<file path="config.mk">
export PLATFORM = sky130hd
export DESIGN_NAME = seg_dyn_scan
export DESIGN_NICKNAME = d
export VERILOG_FILES = /design/src/rtl/seg_dyn_scan.sv
export SDC_FILE = /design/constraint.sdc
export NUM_CORES = 1
export LEC_CHECK = 0
export CAP_MARGIN = 40
export CORE_ASPECT_RATIO = 0.6
export CORE_MARGIN = 10
export CORE_UTILIZATION = 50
export DETAILED_ROUTE_END_ITERATION = 6
export PLACE_DENSITY_LB_ADDON = 0.15
export SLEW_MARGIN = 0
export SYNTH_ARGS = -nofsm -noshare
export SYNTH_HDL_FRONTEND = slang
export SYNTH_SLANG_ARGS = --single-unit
</file>
<file path="constraint.sdc">
create_clock -name sys_clk -period 2.34 [get_ports sys_clk]
set_input_delay 0.585 -clock sys_clk [delete_from_list [all_inputs] [get_ports sys_clk]]
set_output_delay 0.585 -clock sys_clk [all_outputs]
set_load 0.05 [all_outputs]
</file>
<file path="src/rtl/seg_dyn_scan.sv">
// Six-digit multiplexed seven-segment scan driver for a common-anode display.
// Define SEG_LZ_BLANK_EN to enable leading-zero blanking.
module seg_dyn_scan #(
    parameter logic [15:0] CNT_MAX = 16'd49_999
) (
    input  logic       sys_clk,
    input  logic       sys_rst_n,
    input  logic [3:0] unit,
    input  logic [3:0] ten,
    input  logic [3:0] hun,
    input  logic [3:0] tho,
    input  logic [3:0] t_tho,
    input  logic [3:0] h_hun,
    input  logic [5:0] point,
    input  logic       seg_en,
    output logic [5:0] sel,
    output logic [7:0] seg
);

    logic [15:0]     cnt_1ms;
    logic            flag_1ms;
    logic [2:0]      cnt_sel;
    logic [5:0][3:0] sh_dig;
    logic [5:0]      sh_point;

    logic [3:0] sel_digit;
    logic       sel_dp;
    logic       sel_blank;

    logic [3:0] s1_digit;
    logic       s1_dp;
    logic       s1_blank;
    logic       s1_en;
    logic [2:0] s1_idx;

    logic [6:0] seg_dec;
    logic [5:0] sel_dec;
    logic [5:0] sel_d;
    logic [7:0] seg_d;

    assign flag_1ms = (cnt_1ms == CNT_MAX);

    always_ff @(posedge sys_clk or negedge sys_rst_n) begin
        if (!sys_rst_n) begin
            cnt_1ms <= '0;
            cnt_sel <= '0;
        end else if (flag_1ms) begin
            cnt_1ms <= '0;
            cnt_sel <= (cnt_sel == 3'd5) ? 3'd0 : cnt_sel + 3'd1;
        end else begin
            cnt_1ms <= cnt_1ms + 16'd1;
        end
    end

    // Snapshot at end of frame so a frame never mixes old and new digit values
    always_ff @(posedge sys_clk or negedge sys_rst_n) begin
        if (!sys_rst_n) begin
            sh_dig   <= '0;
            sh_point <= '0;
        end else if (flag_1ms && cnt_sel == 3'd5) begin
            sh_dig   <= {h_hun, t_tho, tho, hun, ten, unit};
            sh_point <= point;
        end
    end

    always_comb begin
        sel_digit = sh_dig[0];
        sel_dp    = sh_point[0];
        sel_blank = 1'b0;
        for (int i = 0; i < 6; i++) begin
            if (cnt_sel == 3'(i)) begin
                sel_digit = sh_dig[i];
                sel_dp    = sh_point[i];
`ifdef SEG_LZ_BLANK_EN
                // Blank only if this digit and everything above it is zero with no dp
                sel_blank = (i != 0);
                for (int j = i; j < 6; j++) begin
                    if (sh_dig[j] != 4'd0 || sh_point[j]) sel_blank = 1'b0;
                end
`endif
            end
        end
    end

    always_ff @(posedge sys_clk or negedge sys_rst_n) begin
        if (!sys_rst_n) begin
            s1_digit <= '0;
            s1_dp    <= 1'b0;
            s1_blank <= 1'b0;
            s1_en    <= 1'b0;
            s1_idx   <= '0;
        end else begin
            s1_digit <= sel_digit;
            s1_dp    <= sel_dp;
            s1_blank <= sel_blank;
            s1_en    <= seg_en;
            s1_idx   <= cnt_sel;
        end
    end

    always_comb begin
        case (s1_digit)
            4'd0:    seg_dec = 7'h40;
            4'd1:    seg_dec = 7'h79;
            4'd2:    seg_dec = 7'h24;
            4'd3:    seg_dec = 7'h30;
            4'd4:    seg_dec = 7'h19;
            4'd5:    seg_dec = 7'h12;
            4'd6:    seg_dec = 7'h02;
            4'd7:    seg_dec = 7'h78;
            4'd8:    seg_dec = 7'h00;
            4'd9:    seg_dec = 7'h10;
            default: seg_dec = 7'h7F;
        endcase
        sel_dec = ~(6'b000001 << s1_idx);
        sel_d   = 6'h3F;
        seg_d   = 8'hFF;
        if (s1_en) begin
            sel_d = sel_dec;
            if (!s1_blank) seg_d = {~s1_dp, seg_dec};
        end
    end

    // sel and seg share one register stage so they always switch together
    always_ff @(posedge sys_clk or negedge sys_rst_n) begin
        if (!sys_rst_n) begin
            sel <= 6'h3F;
            seg <= 8'hFF;
        end else begin
            sel <= sel_d;
            seg <= seg_d;
        end
    end

endmodule

</file>
==> results by group, run 1 <==
Run status
  – Status: complete, no violations

CTS
  – Number of hold buffers added after cts: 0
  – CTS resizes: 0
  – Setup bufs post-CTS: 0
  – # H-tree levels: 3
  – CTS tree: built
  – Clock sink count: 72
  – CTS clk-pin slew, worst paths: 0.05 ns
  – Clock buffer count from CTS: 9
  – Clock tree buffer depth: 2
  – CTS Root Cell: clkbuf_16
  – Clk_lat worst skew: 0.33 ns

Route
  – Routed Antenna Nets: 0
  – DRC marker count from the first detailed-route iteration: 173
  – Routed vias/inst: 5.295
  – DRC Markers: 0
  – Mean routed wirelength per cell: 16.25 µm
  – DRT Wirelength: 6.777 mm
  – Vias after detailed routing: 2208
  – Drt first pass iters: 4

Synthesis
  – Synth warn: 0
  – Yosys top cell by area: dfrtp_1
  – Share of the synthesized area in the top cell type: 42.66%
  – Synth Area per Inst: 12.46 µm²
  – Register bit count reported by yosys: 72
  – Yosys cell types: 43
  – Post-synthesis async set-or-reset flop share: 100.0%
  – Count leader, synth: dfrtp_1
  – Ranking of synthesized cells by area: dfrtp_1 43%, mux2_4 13%, dfstp_2 11%
  – Post-synth EDFFs: 0
  – Post-Syn Nets: 313
  – Post-synth top cells: 58 x dfrtp_1, 30 x mux2_4, 19 x a21oi_1
  – Part of the Yosys area used for sequential elements: 53.48%
  – Mapped Cells: 273
  – Top_reg_cell synth: dfrtp_1
  – Post-Syn Area: 0.003402 mm²

Setup path
  – CP required: 1.75 ns
  – Crit-path cells: clkdlybuf4s50_1
  – Kind of critical path: register to output port
  – R2r startpoint: cnt_1ms[0]
  – CP Launch Type: register
  – FF-to-FF path depth: 6
  – Reg-to-reg endpoint: sh_dig[1]
  – Worst stage delay on the critical path: 0.80 ns
  – Crit path buffers/inverters: 1
  – Arrival time worst endpoint: 1.64 ns
  – Crit-path slowest cell: clkdlybuf4s50_1
  – CP Capture Type: output port
  – CP max FO: 1
  – CP delay by family, top: buffers and inverters
  – Worst reg2reg setup slack: 0.29 ns

STA
  – Slew headroom: 66.17%
  – Worst Tran Pin Value: 0.5059 ns
  – Final setup skew: 0.004282 ns
  – Setup TNS: 0 ns
  – Fmax: 449.1 MHz
  – Final Hold Viols: 0
  – Unrepaired setup endpoints after global routing: no
  – Crit share post-route: 95.16%
  – Fin. max-slew vios: 0
  – # setup viols final: 0
  – Tmin final: 2.227 ns
  – Final setup margin: 0.1132 ns
  – Hold Slack: 0.2734 ns

Placed design
  – Area post-placement: 0.003959 mm²
  – Cell total after placement: 402
  – Post-DP HPWL: 4.779 mm
  – Pre-CTS WS: 0.3181 ns
  – Placer Congestion: 0.8250
  – PortBufs: 46

Floorplan
  – Die span in x: 126.5 µm
  – # rows: 23
  – Area of the core: 0.006648 mm²
  – Die area: 0.01061 mm²
  – Initial Utilization: 51.18%
  – Num ports: 47
  – Die height: 83.90 µm

Cells and area
  – Fin cells: 417
  – Layout cells sized above 1: 22.73%
  – Post-route cell area: 0.004317 mm²
  – Synth-to-Final Area Change: 26.88%
  – Final net count: 366
  – N_diodes: 0
  – Fin util: 64.94%

Pwr
  – Pwr Density: 697.5 mW/mm²
  – Maximum VDD drop: 0.4438 mV
  – Tot Pwr: 3.011 mW
  – Pleak: 1.901 nW

Run
  – Number of max-cap violations: 0

Min path
  – Min-delay worst type: input pin to asynchronous set/reset pin

GRT
  – Global route overflow: 0
  – Largest net degree at the start of global routing: 73
  – Initial antenna violation count: 0
  – Total GRT Usage: 13.04%
  – First-pass GRT wire length: 11.24 mm
  – Vias in the first global route: 2211
[report_power, final]
group | internal [mW] | switching (mW)
clock | 1.14 | 0.488
combinational | 0.0618 | 0.0589
sequential | 1.26 | 0.00373
[sequential cells by signal, summed over array words and instances (netlist names)]
register / cells
sh_dig: 24
sel: 6
s1_digit: 4
cnt_sel: 3
s1_dp: 1
sh_point: 6
s1_en: 1
seg: 8
cnt_1ms: 16
s1_idx: 3
[cell usage in the layout (no fill, tap or decap), types with 3 or more instances in the layout]
cell and count:
dfrtp_1 58, clkdlybuf4s50_1 45, mux2_4 30, a21oi_1 19
nand2_1 18, nand3_1 15, dfstp_2 14, nor2_1 11
o21ai_0 10, clkbuf_16 9, xnor2_1 7, ha_1 7
buf_4 7, nand2b_1 6, mux2i_1 6, o31a_1 6
xor2_1 6, inv_1 5, and3_1 5, nor2b_1 4
bufinv_16 4, a21o_1 3, a221o_1 3
[how the worst max path moves through the flow]
stage,start,to,slack (ns),depth (start not counted)
finish,seg[0],seg[0],0.11,1
global route,seg[0],seg[0],0.07,1
CTS,seg[0],seg[0],0.09,1
detailed placement,cnt_1ms[0],sh_dig[17],0.32,6
floorplan,cnt_sel[1],s1_digit[1],0.49,7
global placement,cnt_1ms[0],sh_dig[18],0.36,6
[area by class of cell]
| type | count | area (µm²) |
|---|---|---|
| inverters | 6 | 22.52 |
| repair buffers | 55 | 548.0 |
| well taps | 87 | 108.9 |
| multi-input cells | 182 | 1460 |
| clock buffers | 9 | 225.2 |
| flip-flops and latches | 72 | 1819 |
| clock inverters | 6 | 132.6 |
| fillers | 526 | 2331 |
[per-layer routing]
metal / GRT usage [%] / up-vias / part of all wire [%]
li1: - / 1079 / -
met1: 17.91 / 1065 / 51
met2: 18.18 / 54 / 42
met3: 4.188 / 10 / 5.9
met4: 5.561 / 0 / 1.3
met5: 0 / - / 0
[cell families (layout without fill, tap and decap cells)]
family                     count (synthesis)  count (layout)  share of synthesized area, %
and+or+nand+nor                           78              78                         12.87
DFF                                       72              72                         53.48
muxes                                     37              37                         15.34
xor gates and xnor gates                  13              13                         3.347
AOI/OAI and AO/OA                         47              47                         8.790
buffers and inverters                     19              76                         3.604
adders and majority gates                  7               7                         2.574
Power figures use the tool's default switching activity.
==> run 2, diff against run 1 <==
CAP_MARGIN = 10   (was 40)
clock period = 2.5 ns   (was 2.34 ns; I/O delays follow)
==> run 2 against run 1 <==
Against the previous run:
- critical path depth unchanged
- first-iteration DRC count decreased by 12%
- combinational power decreased by 6%
- die area unchanged
- clock skew increased by 0.0010 ns
- highest routed layer unchanged
==> results by group, run 2 (synthesis gave the netlist of run 1 again) <==
Run status
  – Status: complete, no violations

Placed design
  – Area post-placement: 0.003946 mm² (-0.32%)
  – Pre-CTS WS: 0.4114 ns (+0.09331 ns)
  – PortBufs: 46 (unchanged)
  – Placer Congestion: 0.8037 (-2.6%)
  – Post-DP HPWL: 4.887 mm (+2.3%)

Route
  – Vias after detailed routing: 2236 (+1.3%)
  – Mean routed wirelength per cell: 16.33 µm (+0.47%)
  – Drt first pass iters: 4 (unchanged)
  – DRC Markers: 0 (unchanged)
  – Routed Antenna Nets: 0 (unchanged)
  – DRT Wirelength: 6.825 mm (+0.71%)
  – DRC marker count from the first detailed-route iteration: 152 (-12%)
  – Routed vias/inst: 5.349 (+1.0%)

Setup path
  – Worst path depth: 1 (unchanged)
  – Worst stage delay on the critical path: 0.79 ns (about the same)
  – Reg-to-reg endpoint: sh_point[5]
  – Worst reg2reg setup slack: 0.38 ns (+0.09 ns)
  – Arrival time worst endpoint: 1.64 ns (about the same)
  – CP Launch Type: register
  – R2r startpoint: cnt_1ms[0]
  – CP Capture Type: output port
  – CP max FO: 1 (unchanged)
  – Crit-path slowest cell: clkdlybuf4s50_1
  – CP delay by family, top: buffers and inverters
  – CP required: 1.88 ns (+0.13 ns)
  – Crit path buffers/inverters: 1 (unchanged)
  – Kind of critical path: register to output port
  – Crit-path cells: clkdlybuf4s50_1
  – FF-to-FF path depth: 6 (unchanged)

CTS
  – Clock tree buffer depth: 2 (unchanged)
  – CTS tree: built
  – Clk_lat worst skew: 0.33 ns (about the same)
  – Clock buffer count from CTS: 9 (unchanged)
  – CTS clk-pin slew, worst paths: 0.06 ns (about the same)
  – CTS resizes: 0 (unchanged)
  – Setup bufs post-CTS: 0 (unchanged)
  – # H-tree levels: 3 (unchanged)
  – CTS Root Cell: clkbuf_16
  – Number of hold buffers added after cts: 0 (unchanged)
  – Clock sink count: 72 (unchanged)

STA
  – Unrepaired setup endpoints after global routing: no
  – Final Hold Viols: 0 (unchanged)
  – # setup viols final: 0 (unchanged)
  – Fin. max-slew vios: 0 (unchanged)
  – Setup TNS: 0 ns (unchanged)
  – Crit share post-route: 90.70%
  – Final setup margin: 0.2326 ns (+0.1194 ns)
  – Slew headroom: 66.07% (-0.091 points)
  – Worst Tran Pin Value: 0.5073 ns (+0.001360 ns)
  – Tmin final: 2.267 ns
  – Final setup skew: 0.005288 ns (+0.001006 ns)
  – Fmax: 441.0 MHz

Cells and area
  – Reg with most FFs: sh_dig
  – Post-route cell area: 0.004244 mm² (-1.7%)
  – Largest register FFs: 24 (unchanged)
  – Commonest cells after routing, fill and taps aside: 58 x dfrtp_1, 45 x clkdlybuf4s50_1, 30 x mux2_4
  – N_diodes: 0 (unchanged)
  – Synth-to-Final Area Change: 24.75%
  – Most common cell after layout, fill and taps aside: dfrtp_1
  – Top Registers: sh_dig (24), cnt_1ms (16), seg (8)
  – Layout cells sized above 1: 22.96% (+0.23 points)
  – # fillers: 518 (-1.5%)
  – Final net count: 366 (unchanged)

GRT
  – Met2 Usage GRT: 18.13% (-0.047 points)
  – Met3 Usage GRT: 5.457% (+1.3 points)
  – Vias in the first global route: 2293 (+3.7%)
  – Total GRT Usage: 13.38% (+0.34 points)
  – First-pass GRT wire length: 11.70 mm (+4.1%)
  – Largest net degree at the start of global routing: 73 (unchanged)
  – GRT busiest layer: met1
  – Initial antenna violation count: 0 (unchanged)
  – Global route overflow: 0 (unchanged)
  – M1 GR Usage: 19.05% (+1.1 points)

Floorplan
  – Die area: 0.01061 mm² (unchanged)
  – Die span in x: 126.5 µm (unchanged)
  – Die height: 83.90 µm (unchanged)
  – Initial Utilization: 51.18% (unchanged)
  – Num ports: 47 (unchanged)
  – # rows: 23 (unchanged)
  – Area of the core: 0.006648 mm² (unchanged)

Pwr
  – Maximum VDD drop: 0.4913 mV (+11%)
  – Pleak: 1.869 nW (-1.7%)
  – Pwr Density: 600.0 mW/mm² (-14%)

Min path
  – Min-delay worst type: input pin to asynchronous set/reset pin

Run
  – Number of max-cap violations: 0 (unchanged)
-- run 2: layout make-up --
| cell class | instances | area, µm² | share of cell area, % |
|---|---|---|---|
| flip-flops and latches | 72 | 1819 | 42.87 |
| clock inverters | 7 | 72.57 | 1.710 |
| well taps | 87 | 108.9 | 2.565 |
| inverters | 6 | 22.52 | 0.5307 |
| repair buffers | 55 | 535.5 | 12.62 |
| clock buffers | 9 | 225.2 | 5.307 |
| multi-input cells | 182 | 1460 | 34.40 |
-- run 2: stage by stage --
step                hold WS, ns  total power, mW  cells  utilization (%)
global placement         0.4037            1.316    402            59.36
global route             0.3429            2.650    418            63.84
detailed placement       0.3999            1.318    402            59.36
floorplan                0.3294            1.228    273                -
CTS                      0.3324            2.580    418            63.84
finish                   0.2922            2.546    418            63.84
-- run 2: power breakdown --
part	total, mW	internal [mW]	leakage (nW)	switching, mW
Sequential	1.18	1.18	0.941	0.00333
Combinational	0.114	0.0579	0.786	0.0560
Clock	1.25	0.771	0.141	0.481
Total	2.55	2.01	1.87	0.540
-- run 2: worst max path at each step --
stage          startpoint           to
2_1_floorplan  cnt_sel[1]  s1_digit[1]
3_3_place_gp   cnt_1ms[0]  sh_point[4]
3_5_place_dp   cnt_1ms[0]  sh_point[5]
4_1_cts            sel[0]       sel[0]
5_1_grt            sel[0]       sel[0]
6_report           sel[0]       sel[0]
-- run 2: routing by layer --
metal / vias to the layer above / part of all wire, %
li1: 1081 / -
met1: 1089 / 52
met2: 60 / 41
met3: 6 / 6.0
met4: 0 / 0.85
met5: - / 0
